[src/rtl/csa_pkg.sv]
// rtl/csa_pkg.sv - shared types and elaboration helpers for the pipelined conditional-sum adder
package csa_pkg;

    typedef struct packed {
        logic sum0;
        logic sum1;
    } csa_pair_t;

    function automatic int clog2(input int value);
        int r;
        r = 0;
        for (int i = 0; i < 31; i++) begin
            if ((1 << i) < value) begin
                r = i + 1;
            end
        end
        return r;
    endfunction

    function automatic int num_stages(input int width, input int pipe_every);
        int levels;
        levels = clog2(width);
        return (levels + pipe_every - 1) / pipe_every + 1;
    endfunction

    // Bits per dual-rail group at a merge level: 2^level sum bits plus the group carry.
    function automatic int group_width(input int level);
        return (1 << level) + 1;
    endfunction

endpackage

[src/rtl/csa_merge_level.sv]
// rtl/csa_merge_level.sv - combinational merge of dual-rail 2^k-bit groups into 2^(k+1)-bit groups
module csa_merge_level
    import csa_pkg::*;
#(
    parameter int HW = 1,
    parameter int NG = 1
) (
    input  csa_pair_t [2*NG-1:0][HW:0]   halves,
    output csa_pair_t [NG-1:0][2*HW:0]   merged
);

    always_comb begin
        merged = '0;
        for (int g = 0; g < NG; g++) begin
            for (int i = 0; i < HW; i++) begin
                merged[g][i] = halves[2*g][i];
            end
            // The lower half's carry on each rail picks which upper-half rail follows it.
            for (int i = 0; i <= HW; i++) begin
                merged[g][HW+i].sum0 = halves[2*g][HW].sum0 ? halves[2*g+1][i].sum1
                                                            : halves[2*g+1][i].sum0;
                merged[g][HW+i].sum1 = halves[2*g][HW].sum1 ? halves[2*g+1][i].sum1
                                                            : halves[2*g+1][i].sum0;
            end
        end
    end

endmodule

[src/rtl/csa_pipe_adder.sv]
// rtl/csa_pipe_adder.sv - pipelined conditional-sum adder with valid/ready and tag sideband
// Optional subtract mode (extra sub port) enabled by defining CSA_PIPE_SUB_EN.
module csa_pipe_adder
    import csa_pkg::*;
#(
    parameter int WIDTH      = 32,
    parameter int PIPE_EVERY = 2,
    parameter int TAG_W      = 4
) (
    input  logic             clk,
    input  logic             rst_n,
    input  logic             in_valid,
    output logic             in_ready,
    input  logic [WIDTH-1:0] a,
    input  logic [WIDTH-1:0] b,
    input  logic             cin,
`ifdef CSA_PIPE_SUB_EN
    input  logic             sub,
`endif
    input  logic [TAG_W-1:0] in_tag,
    output logic             out_valid,
    input  logic             out_ready,
    output logic [WIDTH-1:0] sum,
    output logic             cout,
    output logic [TAG_W-1:0] out_tag
);

    localparam int LEVELS = clog2(WIDTH);
    localparam int NSTG   = num_stages(WIDTH, PIPE_EVERY);
    localparam int NMID   = NSTG - 1;

    logic adv;
    logic out_valid_q, out_valid_d;
    logic [WIDTH-1:0] sum_q, sum_d;
    logic cout_q, cout_d;
    logic [TAG_W-1:0] out_tag_q, out_tag_d;

    assign adv       = !(out_valid_q && !out_ready);
    assign in_ready  = adv;
    assign out_valid = out_valid_q;
    assign sum       = sum_q;
    assign cout      = cout_q;
    assign out_tag   = out_tag_q;

    // Sideband pipe for stages 0..NSTG-2; the output stage holds its own copies.
    logic [NMID-1:0] vld_q, vld_d, cin_q, cin_d;
    logic [NMID-1:0][TAG_W-1:0] tag_q, tag_d;
    logic [WIDTH-1:0] b_eff;
    logic carry_sel;
`ifdef CSA_PIPE_SUB_EN
    logic [NMID-1:0] sub_q, sub_d;
    assign b_eff     = sub ? ~b : b;
    assign carry_sel = cin_q[NMID-1] ^ sub_q[NMID-1];
`else
    assign b_eff     = b;
    assign carry_sel = cin_q[NMID-1];
`endif

    always_comb begin
        vld_d = vld_q;
        cin_d = cin_q;
        tag_d = tag_q;
`ifdef CSA_PIPE_SUB_EN
        sub_d = sub_q;
`endif
        if (adv) begin
            for (int s = NMID - 1; s > 0; s--) begin
                vld_d[s] = vld_q[s-1];
                cin_d[s] = cin_q[s-1];
                tag_d[s] = tag_q[s-1];
`ifdef CSA_PIPE_SUB_EN
                sub_d[s] = sub_q[s-1];
`endif
            end
            vld_d[0] = in_valid;
            cin_d[0] = cin;
            tag_d[0] = in_tag;
`ifdef CSA_PIPE_SUB_EN
            sub_d[0] = sub;
`endif
        end
    end

    csa_pair_t [WIDTH-1:0][1:0] leaf_q, leaf_d;

    always_comb begin
        leaf_d = leaf_q;
        if (adv) begin
            for (int i = 0; i < WIDTH; i++) begin
                leaf_d[i][0].sum0 = a[i] ^ b_eff[i];
                leaf_d[i][0].sum1 = ~(a[i] ^ b_eff[i]);
                leaf_d[i][1].sum0 = a[i] & b_eff[i];
                leaf_d[i][1].sum1 = a[i] | b_eff[i];
            end
        end
    end

    always_ff @(posedge clk or negedge rst_n) begin
        if (!rst_n) begin
            vld_q  <= '0;
            cin_q  <= '0;
            tag_q  <= '0;
            leaf_q <= '0;
`ifdef CSA_PIPE_SUB_EN
            sub_q  <= '0;
`endif
        end else begin
            vld_q  <= vld_d;
            cin_q  <= cin_d;
            tag_q  <= tag_d;
            leaf_q <= leaf_d;
`ifdef CSA_PIPE_SUB_EN
            sub_q  <= sub_d;
`endif
        end
    end

    for (genvar lv = 1; lv <= LEVELS; lv++) begin : g_lvl
        localparam int HW = 1 << (lv - 1);
        localparam int NG = WIDTH >> lv;

        csa_pair_t [2*NG-1:0][HW:0] src;
        csa_pair_t [NG-1:0][2*HW:0] mrg;
        csa_pair_t [NG-1:0][2*HW:0] q;

        if (lv == 1) begin : g_src
            assign src = leaf_q;
        end else begin : g_src
            assign src = g_lvl[lv-1].q;
        end

        csa_merge_level #(
            .HW (HW),
            .NG (NG)
        ) u_merge (
            .halves (src),
            .merged (mrg)
        );

        // The last level is left combinational; it feeds the carry-in select of the output stage.
        if ((lv % PIPE_EVERY) == 0 && lv < LEVELS) begin : g_reg
            csa_pair_t [NG-1:0][2*HW:0] lvl_q, lvl_d;

            always_comb begin
                lvl_d = adv ? mrg : lvl_q;
            end

            always_ff @(posedge clk or negedge rst_n) begin
                if (!rst_n) begin
                    lvl_q <= '0;
                end else begin
                    lvl_q <= lvl_d;
                end
            end

            assign q = lvl_q;
        end else begin : g_comb
            assign q = mrg;
        end
    end

    csa_pair_t [WIDTH:0] top_rail;
    logic [WIDTH:0] result;

    assign top_rail = g_lvl[LEVELS].q[0];

    always_comb begin
        result = '0;
        for (int i = 0; i <= WIDTH; i++) begin
            result[i] = carry_sel ? top_rail[i].sum1 : top_rail[i].sum0;
        end
        out_valid_d = out_valid_q;
        sum_d       = sum_q;
        cout_d      = cout_q;
        out_tag_d   = out_tag_q;
        if (adv) begin
            out_valid_d = vld_q[NMID-1];
            sum_d       = result[WIDTH-1:0];
            cout_d      = result[WIDTH];
            out_tag_d   = tag_q[NMID-1];
        end
    end

    always_ff @(posedge clk or negedge rst_n) begin
        if (!rst_n) begin
            out_valid_q <= 1'b0;
            sum_q       <= '0;
            cout_q      <= 1'b0;
            out_tag_q   <= '0;
        end else begin
            out_valid_q <= out_valid_d;
            sum_q       <= sum_d;
            cout_q      <= cout_d;
            out_tag_q   <= out_tag_d;
        end
    end

endmodule

[config.mk]
export PLATFORM = sky130hd
export DESIGN_NAME = csa_pipe_adder
export DESIGN_NICKNAME = d
export VERILOG_FILES = /design/src/rtl/csa_pkg.sv /design/src/rtl/csa_merge_level.sv /design/src/rtl/csa_pipe_adder.sv
export SDC_FILE = /design/constraint.sdc
export NUM_CORES = 1
export LEC_CHECK = 0
export CAP_MARGIN = 20
export CORE_AREA = 5 5 206 208
export DETAILED_ROUTE_END_ITERATION = 12
export DIE_AREA = 0 0 211 213
export PLACE_DENSITY = 0.67
export SLEW_MARGIN = 20
export SYNTH_ARGS = -nofsm -noshare
export SYNTH_HDL_FRONTEND = slang
export SYNTH_HIERARCHICAL = 1
export SYNTH_SLANG_ARGS = --single-unit
export TNS_END_PERCENT = 5
[constraint.sdc]
create_clock -name clk -period 3.95 [get_ports clk]
set_clock_uncertainty 0.05 [all_clocks]
set_input_delay 0.395 -clock clk [delete_from_list [all_inputs] [get_ports clk]]
set_output_delay 0.395 -clock clk [all_outputs]
set_load 0.005 [all_outputs]
# Yosys cells after proc, flatten, opt, wreduce, memory -nomap -nowiden
# Cells that the tools add are included.
# Widths: inputs -> output; s select.
# totals
reg_bits,332
# op_classes
bitwise,128
reduce_logical,3
muxes,255
# ops
op,n
$mux 1,255
$and 1x1->1,32
$not 1->1,32
$or 1x1->1,32
$xor 1x1->1,32
$logic_not 1->1,2
$logic_and 1x1->1,1

# Depth between registers and ports, before layout
# Gate-level depths: netlist (run 1).
# logic_depth
depth_word,3
mapped_depth,5
mapped_depth_nobuf,3

# By module
# Netlist (run 1), hierarchy kept.
# by_module_without_submodules
module,seq_area_each_um2,instances,area_each_um2,cells_each
csa_pipe_adder,8308.0,1,13877.1,945
csa_merge_level (g_lvl[1].u_merge),0.0,1,960.9,96
csa_merge_level (g_lvl[4].u_merge),0.0,1,825.8,72
csa_merge_level (g_lvl[2].u_merge),0.0,1,780.7,80
csa_merge_level (g_lvl[5].u_merge),0.0,1,760.7,70
csa_merge_level (g_lvl[3].u_merge),0.0,1,690.7,72

# Worst setup path after synthesis (run 1)
# No wires, ideal clock.
# synth_timing
path_kind,reg2reg
from,register g_lvl[2].g_reg.lvl_q[8] (netlist bit)
to,register g_lvl[4].g_reg.lvl_q[16] (netlist bit)
path_stages_with_launch,5
slack_ns,2.332
t_arrival_ns,1.444
synth_period_minus_slack_ns,1.618
path_buffers,1
path_cell_list,dfrtp_1 mux2_2 buf_6 mux2_4 mux2_2
# synth_lines
element,line,rtl
from (decl),csa_pipe_adder.sv:142,"csa_pair_t [NG-1:0][2*HW:0] lvl_q, lvl_d;"
from (signal assigned),csa_pipe_adder.sv:152,lvl_q <= lvl_d;
to (signal assigned),csa_pipe_adder.sv:152,
to (decl),csa_pipe_adder.sv:142,

# Worst setup path after layout (run 1)
# layout_timing
from,register out_valid_q (netlist: out_valid)
to,output out_valid
# layout_lines
element,line,rtl
from (decl),csa_pipe_adder.sv:33,"logic out_valid_q, out_valid_d;"
from (signal assigned),csa_pipe_adder.sv:191,out_valid_q <= out_valid_d;
to (decl),csa_pipe_adder.sv:21,"output logic out_valid,"
# No word-level cell between the ends.

==> reports/metrics.yaml, run 1 <==
max_freq_mhz: 394
grt.met2_usage_pct: 24.0
drcViolationCount: 0
post-route-min-period_ps: 2540
firstDrtPassIters: 4
post_dp_cell_area_um2: 18200
p_comb_share_pct: 38.1
irDropWorstVdd_v: 0.000345
drtIter0Drc: 295
finalCritPeriodShare_pct: 64.2
diodes: 0
design.portCount: 112
tightestPinTransition_ps: 1040
antenna_found_initial: 0
setup_violations: 0
arrival_ps: 2090
p_seq_share_pct: 39.2
crit_type: "reg2out"
synth_cell_types: 17
wl_per_cell_um: 17.0
ys_ff_latch: 332
grt_max_degree: 154
ctsHoldBuffers: 1
internal_power_uw: 10800
totalWireLength_mm: 31.2
syn_avg_cell_area_um2: 13.4
clockRootBuffer: "clkbuf_16"
gp_congestion: 0.699
fin_setup_tns_ps: 0
leakage_uw: 0.00820
synthTopCellsByArea: "dfrtp_1, mux2_2, buf_4, mux2_1, mux2_4"
hold_depth: 1
clockBufferDepth: 3
cts_tree: "built"
synth_top_area_cell: "dfrtp_1"
drive_gt1_share_pct: 38.2
cp_max_fo: 65
area_growth_pct: 8.42
yosysMostFrequentCell: "mux2_2"
clock_latency_ps: 520
critPathMaxStageDelay_ps: 640
synth_top_area_share_pct: 46.4
die_w_um: 211
grt_pass1_vias: 9852
num_vias: 9248
p_sw_uw: 4400
cts_setup_buffers: 0
syn_inst: 1335
synth_ff_type: "dfrtp_1"
cp-start-kind: "register"
met3_usage_pct: 2.53
fin_nets: 1412
cts.sinks: 332
rows: 74
grt_use_met1_pct: 18.6
crit_slowest_cell: "clkdlybuf4s50_1"
maxCapViolations: 0
rsz0062_at_grt: "false"
p_clk_share_pct: 22.6
power.density_nw_per_um2: 785
p_sw_share_pct: 28.9
port_buffers: 111
worstHoldPathType: "reg2reg"
synth.yosys.seq_area_share_pct: 46.4
hold_viol_final: 0
required_ps: 3500
start_util_pct: 44.3
slew_headroom_pct: 30.5
r2r_cells: 3
core_area_um2: 40400
postRouteAntennaNets: 0
vias_per_cell: 5.05
grt_pass1_wl_mm: 52.1
synth_common_cells: "mux2_2, dfrtp_1, buf_4"
fp.dieH_um: 213
crit_path_end_kind: "output pin"
status: "completed"
crit_chain: "buf_4 > clkdlybuf4s50_1"
synth_warnings: 6
post_cts_resized: 0
dieArea_um2: 44900
synth-edff-count: 0
dp_hpwl_mm: 19.4
grt-busiest-layer: "met2"
track_usage_pct: 14.0
ys_async_sr_fraction_pct: 100
grt_overflow: 0
stdcell_area_um2: 19400
maxSlewViolCount: 0
cts.clk_slew.worst_paths_ps: 60
syn-num-nets: 1472
cts_buffers: 39
synth.cell_area_um2: 17900
ctsHtreeMaxLevel: 2
final cells by class:
| class | instances | area [um^2] |
|---|---|---|
| multi-input cells | 716 | 7710 |
| inverters | 65 | 246 |
| well taps | 532 | 666 |
| clock buffers | 60 | 1140 |
| fillers | 3582 | 21000 |
| clock inverters | 6 | 87.6 |
| repair buffers | 121 | 1240 |
| flip-flops and latches | 332 | 8310 |
critical path: cells and delay by family, from the launching register on:
kind / cells / cell delay (ps)
buf+inv: 2 / 1230
flops: 1 / 350
sequential cells by signal, summed over array words and instances (netlist names), 3 cells and up:
register	cells
g_lvl.g_reg.lvl_q	148
tag_q	12
cin_q	3
sum	32
vld_q	3
g_lvl.src	128
out_tag	4
power by group through the flow:
stage / Clock (uW) / Sequential (uW) / Combinational, uW
after floorplan: 0 / 5540 / 5920
after global placement: 0 / 5980 / 5750
after detailed placement: 0 / 6060 / 5870
after CTS: 3560 / 6000 / 5910
after global routing: 3720 / 6180 / 6330
final: 3450 / 5980 / 5810
placed cells by master, fill, tap and decap left out, types with 4 or more instances in the layout:
cell and instances:
dfrtp_1 330, buf_12 4, ha_1 64, clkbuf_1 12, clkdlybuf4s50_1 109, a21oi_1 64
inv_1 64, clkbuf_16 39, clkbuf_8 9, mux2_1 95, buf_4 5, mux2_4 56
nor3b_1 64, mux2_2 371
routing by layer:
| layer | up-vias | share of wire [%] |
|---|---|---|
| met5 | - | 0 |
| met4 | 0 | 1.7 |
| met3 | 34 | 3.4 |
| met2 | 108 | 49 |
| met1 | 4721 | 46 |
| li1 | 4385 | - |
cell families (layout without fill, tap and decap cells):
kind of cell	count (synthesis)	in the layout	synth area share, %
mux	522	522	34.0
flops	332	332	46.4
buf+inv	287	252	10.5
compound gates	64	64	1.79
simple gates	66	66	2.80
fa+ha+maj	64	64	4.47
per-stage QoR:
step           total power, uW  setup slack [ps]  util (%)  instances  hold slack (ps)
2_1_floorplan            11500              2330         -       1335             49.4
3_3_place_gp             11700              1840      45.0       1765              398
3_5_place_dp             11900              1810      45.0       1765              408
4_1_cts                  15500              1370      48.1       1832              407
5_1_grt                  16200              1330      48.1       1832              423
6_report                 15200              1410      48.1       1832              413
worst paths after layout:
path                                                      start                                    to  slack [ps]
hold reg to reg                            vld_q[2]$_DFFE_PN0N_                 out_valid$_DFFE_PN0N_         410
max in group asynchronous                                 rst_n  g_lvl[2].g_reg.lvl_q[63]$_DFFE_PN0N_        2380
setup / recovery                          out_valid$_DFFE_PN0N_                             out_valid        1410
hold / removal                             vld_q[2]$_DFFE_PN0N_                 out_valid$_DFFE_PN0N_         410
min in group asynchronous                                 rst_n                   sum[27]$_DFFE_PN0N_         430
setup reg to reg           g_lvl[4].g_reg.lvl_q[32]$_DFFE_PN0N_                   sum[20]$_DFFE_PN0N_        1820
(Power assumes the default switching activity.)
==> run 2, diff against run 1 <==
==> constraint.sdc (replaced) <==
create_clock -name clk -period 2.4 [get_ports clk]
set_clock_uncertainty 0.05 [all_clocks]
set_input_delay 0.24 -clock clk [delete_from_list [all_inputs] [get_ports clk]]
set_output_delay 0.24 -clock clk [all_outputs]
set_load 0.005 [all_outputs]
==> run 2 against run 1 <==
  * Critical path depth did not move
  * Worst setup slack got worse by 1200 ps
  * Register-to-register slack got worse by 1400 ps
  * Flip-flop and latch count did not move
  * Worst hold slack lost 320 ps
  * Wire length is 0.61% higher
  * Via count decreased by 0.12%
  * Final cell count is 0.49% higher
  * Count of clock-buffer cells in the layout grew 2
  * Utilization is 0.20 points higher
  * Global-route usage up 0.22 points
  * Largest power group is now combinational cells
==> reports/metrics.yaml, run 2 (same netlist as run 1, synthesis figures left out) <==
critPathMaxStageDelay_ps: 610
crit_type: "reg2out"
dieArea_um2: 44900
arrival_ps: 1910
final_common_cell: "mux2_2"
maxSlewViolCount: 0
antenna_found_initial: 0
final_cell_mix: "mux2_2, dfrtp_1, clkdlybuf4s50_1"
postRouteAntennaNets: 0
power.density_nw_per_um2: 1280
vias_per_cell: 5.02
fin_setup_tns_ps: 0
clockBufferDepth: 3
fin_util_pct: 48.3
port_buffers: 111
clock_latency_ps: 520
cts_tree: "built"
rsz0062_at_grt: "false"
cp_max_fo: 65
dp_hpwl_mm: 19.9
finalCritPeriodShare_pct: 91.8
cp_num_buf_inv: 2
fp.dieH_um: 213
power_uw: 25000
grt_pass1_wl_mm: 52.9
crit_slowest_cell: "clkdlybuf4s50_1"
hold_depth: 4
required_ps: 2110
core_area_um2: 40400
start_util_pct: 44.3
diodes: 0
wl_per_cell_um: 17.1
status: "completed"
maxCapViolations: 0
clockRootBuffer: "clkbuf_16"
slew_headroom_pct: 39.4
num_vias: 9237
top_register: "g_lvl.g_reg.lvl_q"
tightestPinTransition_ps: 909
die_w_um: 211
drcViolationCount: 0
grt_overflow: 0
nFillCells: 3564
grt_max_degree: 145
crit_chain: "buf_6 > clkdlybuf4s50_1"
irDropWorstVdd_v: 0.000635
hold_viol_final: 0
cp-start-kind: "register"
drive_gt1_share_pct: 38.6
critPathTopFamily: "buffers and inverters"
ctsHtreeMaxLevel: 2
grt_pass1_vias: 9899
largest_reg_flops: 148
totalWireLength_mm: 31.4
fin_nets: 1418
leakage_uw: 0.00825
cp_num_cells: 2
design.portCount: 112
post-route-min-period_ps: 2200
max_freq_mhz: 454
rows: 74
r2r_cells: 3
crit_path_end_kind: "output pin"
cts.clk_slew.worst_paths_ps: 60
cts.sinks: 332
setup_violations: 0
track_usage_pct: 14.2
gp_congestion: 0.713
worstHoldPathType: "in2reg"
drtIter0Drc: 332
cts_buffers: 38
area_growth_pct: 8.87
firstDrtPassIters: 4
-- run 2: path summary, 6_finish.rpt --
path                                       start                              endpoint  slack [ps]
max                        out_valid$_DFFE_PN0N_                             out_valid         200
min                                    out_ready                 out_valid$_DFFE_PN0N_          90
max reg2reg                out_valid$_DFFE_PN0N_  g_lvl[4].g_reg.lvl_q[56]$_DFFE_PN0N_         430
min reg2reg                 vld_q[2]$_DFFE_PN0N_                 out_valid$_DFFE_PN0N_         400
max in group asynchronous                  rst_n  g_lvl[4].g_reg.lvl_q[23]$_DFFE_PN0N_        1300
min in group asynchronous                  rst_n                  tag_q[6]$_DFFE_PN0N_         200
-- run 2: power breakdown --
group | switching, uW | leakage, uW | internal (uW)
Combinational | 3450 | 0.00384 | 6450
Clock | 2210 | 0.000598 | 3330
Sequential | 1610 | 0.00381 | 7970
-- run 2: per-stage QoR --
| step | instance area (um^2) | std cells | worst slack (ps) | hold slack, ps |
|---|---|---|---|---|
| 2_1_floorplan | 17900 | 1335 | 782 | -106 |
| 5_1_grt | 19500 | 1841 | 94.4 | 119 |
| 4_1_cts | 19500 | 1841 | 152 | 74.2 |
| 3_3_place_gp | 18300 | 1772 | 535 | 149 |
| 3_5_place_dp | 18300 | 1772 | 517 | 157 |
| 6_report | 19500 | 1841 | 197 | 90.2 |
-- run 2: worst min-delay path, stage by stage --
cell      delay, ps
buf_2           110
nor2b_4          60
inv_4           120
nand2b_1         70
-- run 2: what timing repair did --
item	CTS	global route
hold buffers	1	0
buffers inserted	0	0
setup endpoints to repair	1	0
endpoints found under the hold margin	49	0
gates resized for setup	1	0
-- run 2: cell type report --
cell class | count | area (um^2) | area share (%)
clock buffer | 62 | 1170 | 6.02
clock inverter | 6 | 33.8 | 0.173
inverter | 65 | 246 | 1.27
multi-input combinational | 716 | 7710 | 39.6
sequential | 332 | 8310 | 42.7
tap | 532 | 666 | 3.42
timing repair buffer | 128 | 1350 | 6.90
-- run 2: routing by layer --
| layer | track usage (%) | routed length, um |
|---|---|---|
| met5 | 0 | 0 |
| met3 | 2.60 | 962 |
| met1 | 19.3 | 14400 |
| met2 | 24.0 | 15500 |
| met4 | 2.97 | 470 |
==> run 3, diff against run 2 <==
--- a/config.mk
+++ b/config.mk
@@ -5,11 +5,12 @@
 export SDC_FILE = /design/constraint.sdc
 export NUM_CORES = 1
 export LEC_CHECK = 0
+export ABC_AREA = 1
 export CAP_MARGIN = 20
-export CORE_AREA = 5 5 206 208
+export CORE_AREA = 5 5 179 181
 export DETAILED_ROUTE_END_ITERATION = 12
-export DIE_AREA = 0 0 211 213
-export PLACE_DENSITY = 0.67
+export DIE_AREA = 0 0 184 186
+export PLACE_DENSITY = 0.84
 export SLEW_MARGIN = 20
 export SYNTH_ARGS = -nofsm -noshare
 export SYNTH_HDL_FRONTEND = slang
==> constraint.sdc (replaced) <==
create_clock -name clk -period 2.4 [get_ports clk]
set_clock_uncertainty 0.05 [all_clocks]
set_input_delay 0.48 -clock clk [delete_from_list [all_inputs] [get_ports clk]]
set_output_delay 0.48 -clock clk [all_outputs]
set_load 0.005 [all_outputs]
==> run 3 against run 2 <==
  * Utilization rose by 16 points
  * Via count rose by 54%
  * Critical endpoint is now in_ready
  * Final cell count rose by 55%
  * Count of clock-buffer cells in the layout fell by 9
  * Largest cell class unchanged
  * First-iteration DRC count rose to 2.9 times the previous value
==> reports/metrics.yaml, run 3 <==
grt_max_degree: 131
clockRootBuffer: "clkbuf_16"
dp_hpwl_mm: 24.2
synth_top_area_cell: "dfrtp_1"
grt_overflow: 0
finalCritPeriodShare_pct: 94.3
fin_util_pct: 64.4
synth.yosys.seq_area_share_pct: 46.4
gp_congestion: 0.833
irDropWorstVdd_v: 0.000560
cts_buffers: 36
design.portCount: 112
clockBufferDepth: 3
slew_headroom_pct: 58.0
antenna_found_initial: 0
syn_avg_cell_area_um2: 7.17
power.density_nw_per_um2: 1230
cts.clk_slew.worst_paths_ps: 60
synth-edff-count: 0
synthTopCellsByArea: "dfrtp_1, nand2_1, buf_4, ha_1, inv_1"
synth_top_area_share_pct: 46.4
post-place-ws_ps: 137
hold_viol_final: 0
synth.cell_area_um2: 17900
final_cell_mix: "nand2_1, dfrtp_1, inv_1"
grt_pass1_vias: 14100
maxSlewViolCount: 0
totalWireLength_mm: 35.4
r2r_slack_ps: 750
fp.dieH_um: 186
crit_path_end_kind: "output pin"
firstDrtPassIters: 6
fin_setup_tns_ps: 0
tightestPinTransition_ps: 626
cp-start-kind: "input port"
setup_violations: 0
drtIter0Drc: 974
die_w_um: 184
post-route-min-period_ps: 2260
synth_cell_types: 16
wl_per_cell_um: 12.4
postRouteAntennaNets: 0
core_area_um2: 30300
area_growth_pct: 8.77
num_vias: 14200
final_common_cell: "nand2_1"
leakage_uw: 0.0111
vias_per_cell: 4.99
setup_ws_ps: 136
diodes: 0
rsz0062_at_grt: "false"
grt_pass1_wl_mm: 62.8
drcViolationCount: 0
post_cts_resized: 0
worstHoldPathType: "in2async"
arrival_ps: 1730
rows: 64
cts_tree: "built"
synth_ff_type: "dfrtp_1"
status: "completed"
track_usage_pct: 21.4
largest_reg_flops: 148
required_ps: 1870
fin_nets: 2564
cts.sinks: 332
cp_max_fo: 4
port_buffers: 111
maxCapViolations: 0
ctsHtreeMaxLevel: 2
clock_latency_ps: 510
start_util_pct: 59.2
syn_inst: 2497
max_freq_mhz: 442
ys_ff_latch: 332
syn-num-nets: 2634
synth_common_cells: "nand2_1, dfrtp_1, inv_1"
crit_type: "in2out"
nFillCells: 2523
drive_gt1_share_pct: 4.97
r2r_cells: 8
ys_async_sr_fraction_pct: 100
dieArea_um2: 34200
yosysMostFrequentCell: "nand2_1"
synth_warnings: 6
hold-worst-slack_ps: 417
top_register: "g_lvl.g_reg.lvl_q"
[run 3: changes by cell type after synthesis, sizes merged, moves of 7 or more]
cell / before / now
a21oi: 64 / 0
buf: 215 / 235
clkbuf: 7 / 14
inv: 65 / 201
mux2: 522 / 0
nand2: 0 / 1538
nand3: 0 / 33
nor3b: 64 / 0
o21ai: 0 / 78
[run 3: final timing paths]
path / from / end
max: out_ready / in_ready
min: rst_n / g_lvl[2].g_reg.lvl_q[57]$_DFFE_PN0N_
max reg2reg: g_lvl[2].g_reg.lvl_q[49]$_DFFE_PN0N_ / g_lvl[4].g_reg.lvl_q[61]$_DFFE_PN0N_
min reg2reg: g_lvl[4].g_reg.lvl_q[7]$_DFFE_PN0N_ / g_lvl[4].g_reg.lvl_q[7]$_DFFE_PN0N_
max in group asynchronous: rst_n / g_lvl[1].src[105]$_DFFE_PN0N_
min in group clk: g_lvl[4].g_reg.lvl_q[7]$_DFFE_PN0N_ / g_lvl[4].g_reg.lvl_q[7]$_DFFE_PN0N_
[run 3: logic make-up (layout without fill, tap and decap cells)]
group,count (synthesis),in the layout,share of synthesized area [%]
adder cells (fa/ha/maj),64,64,4.47
AND/OR/NAND/NOR,1572,1572,33.2
buffers and inverters,451,407,13.7
AO/OA/AOI/OAI,78,78,2.18
flip-flops,332,332,46.4
[run 3: per-stage QoR]
step / std cells / total power [uW] / cell area, um^2
after global placement: 2783 / 17800 / 18200
after CTS: 2849 / 24100 / 19500
final: 2849 / 24000 / 19500
after floorplan: 2497 / 17100 / 17900
after detailed placement: 2784 / 18400 / 18300
after global routing: 2849 / 26200 / 19500
[run 3: report_power, final]
group          internal (uW)  switching [uW]
Clock                   3390            2160
Sequential              7860            1800
Combinational           3400            5360
[run 3: repair_timing]
| action | 4_1_cts | 5_1_grt |
|---|---|---|
| hold buffers | 1 | 0 |
| endpoints found under the hold margin | 38 | 0 |
| buffers inserted | 0 | 0 |
[run 3: cell type report]
cell class / instances / area [um^2] / share of cell area (%)
Clock buffer: 53 / 1100 / 5.63
Tap cell: 396 / 495 / 2.54
Multi-Input combinational cell: 1714 / 7160 / 36.7
Timing Repair Buffer: 141 / 1540 / 7.90
Clock inverter: 11 / 121 / 0.623
Sequential cell: 332 / 8310 / 42.6
Inverter: 202 / 768 / 3.94
[run 3: critical path, cell delays in order]
cell and delay, ps:
clkdlybuf4s50_1 530, inv_1 120, nand2_8 100, clkdlybuf4s50_1 500
[run 3: per-layer routing]
| metal | vias to the layer above | global-route usage, % | part of all wire (%) |
|---|---|---|---|
| li1 | 7148 | - | - |
| met1 | 6657 | 27.3 | 42 |
| met2 | 324 | 37.5 | 50 |
| met3 | 83 | 4.10 | 5.7 |
| met4 | 0 | 6.33 | 2.4 |
| met5 | - | 0 | 0 |
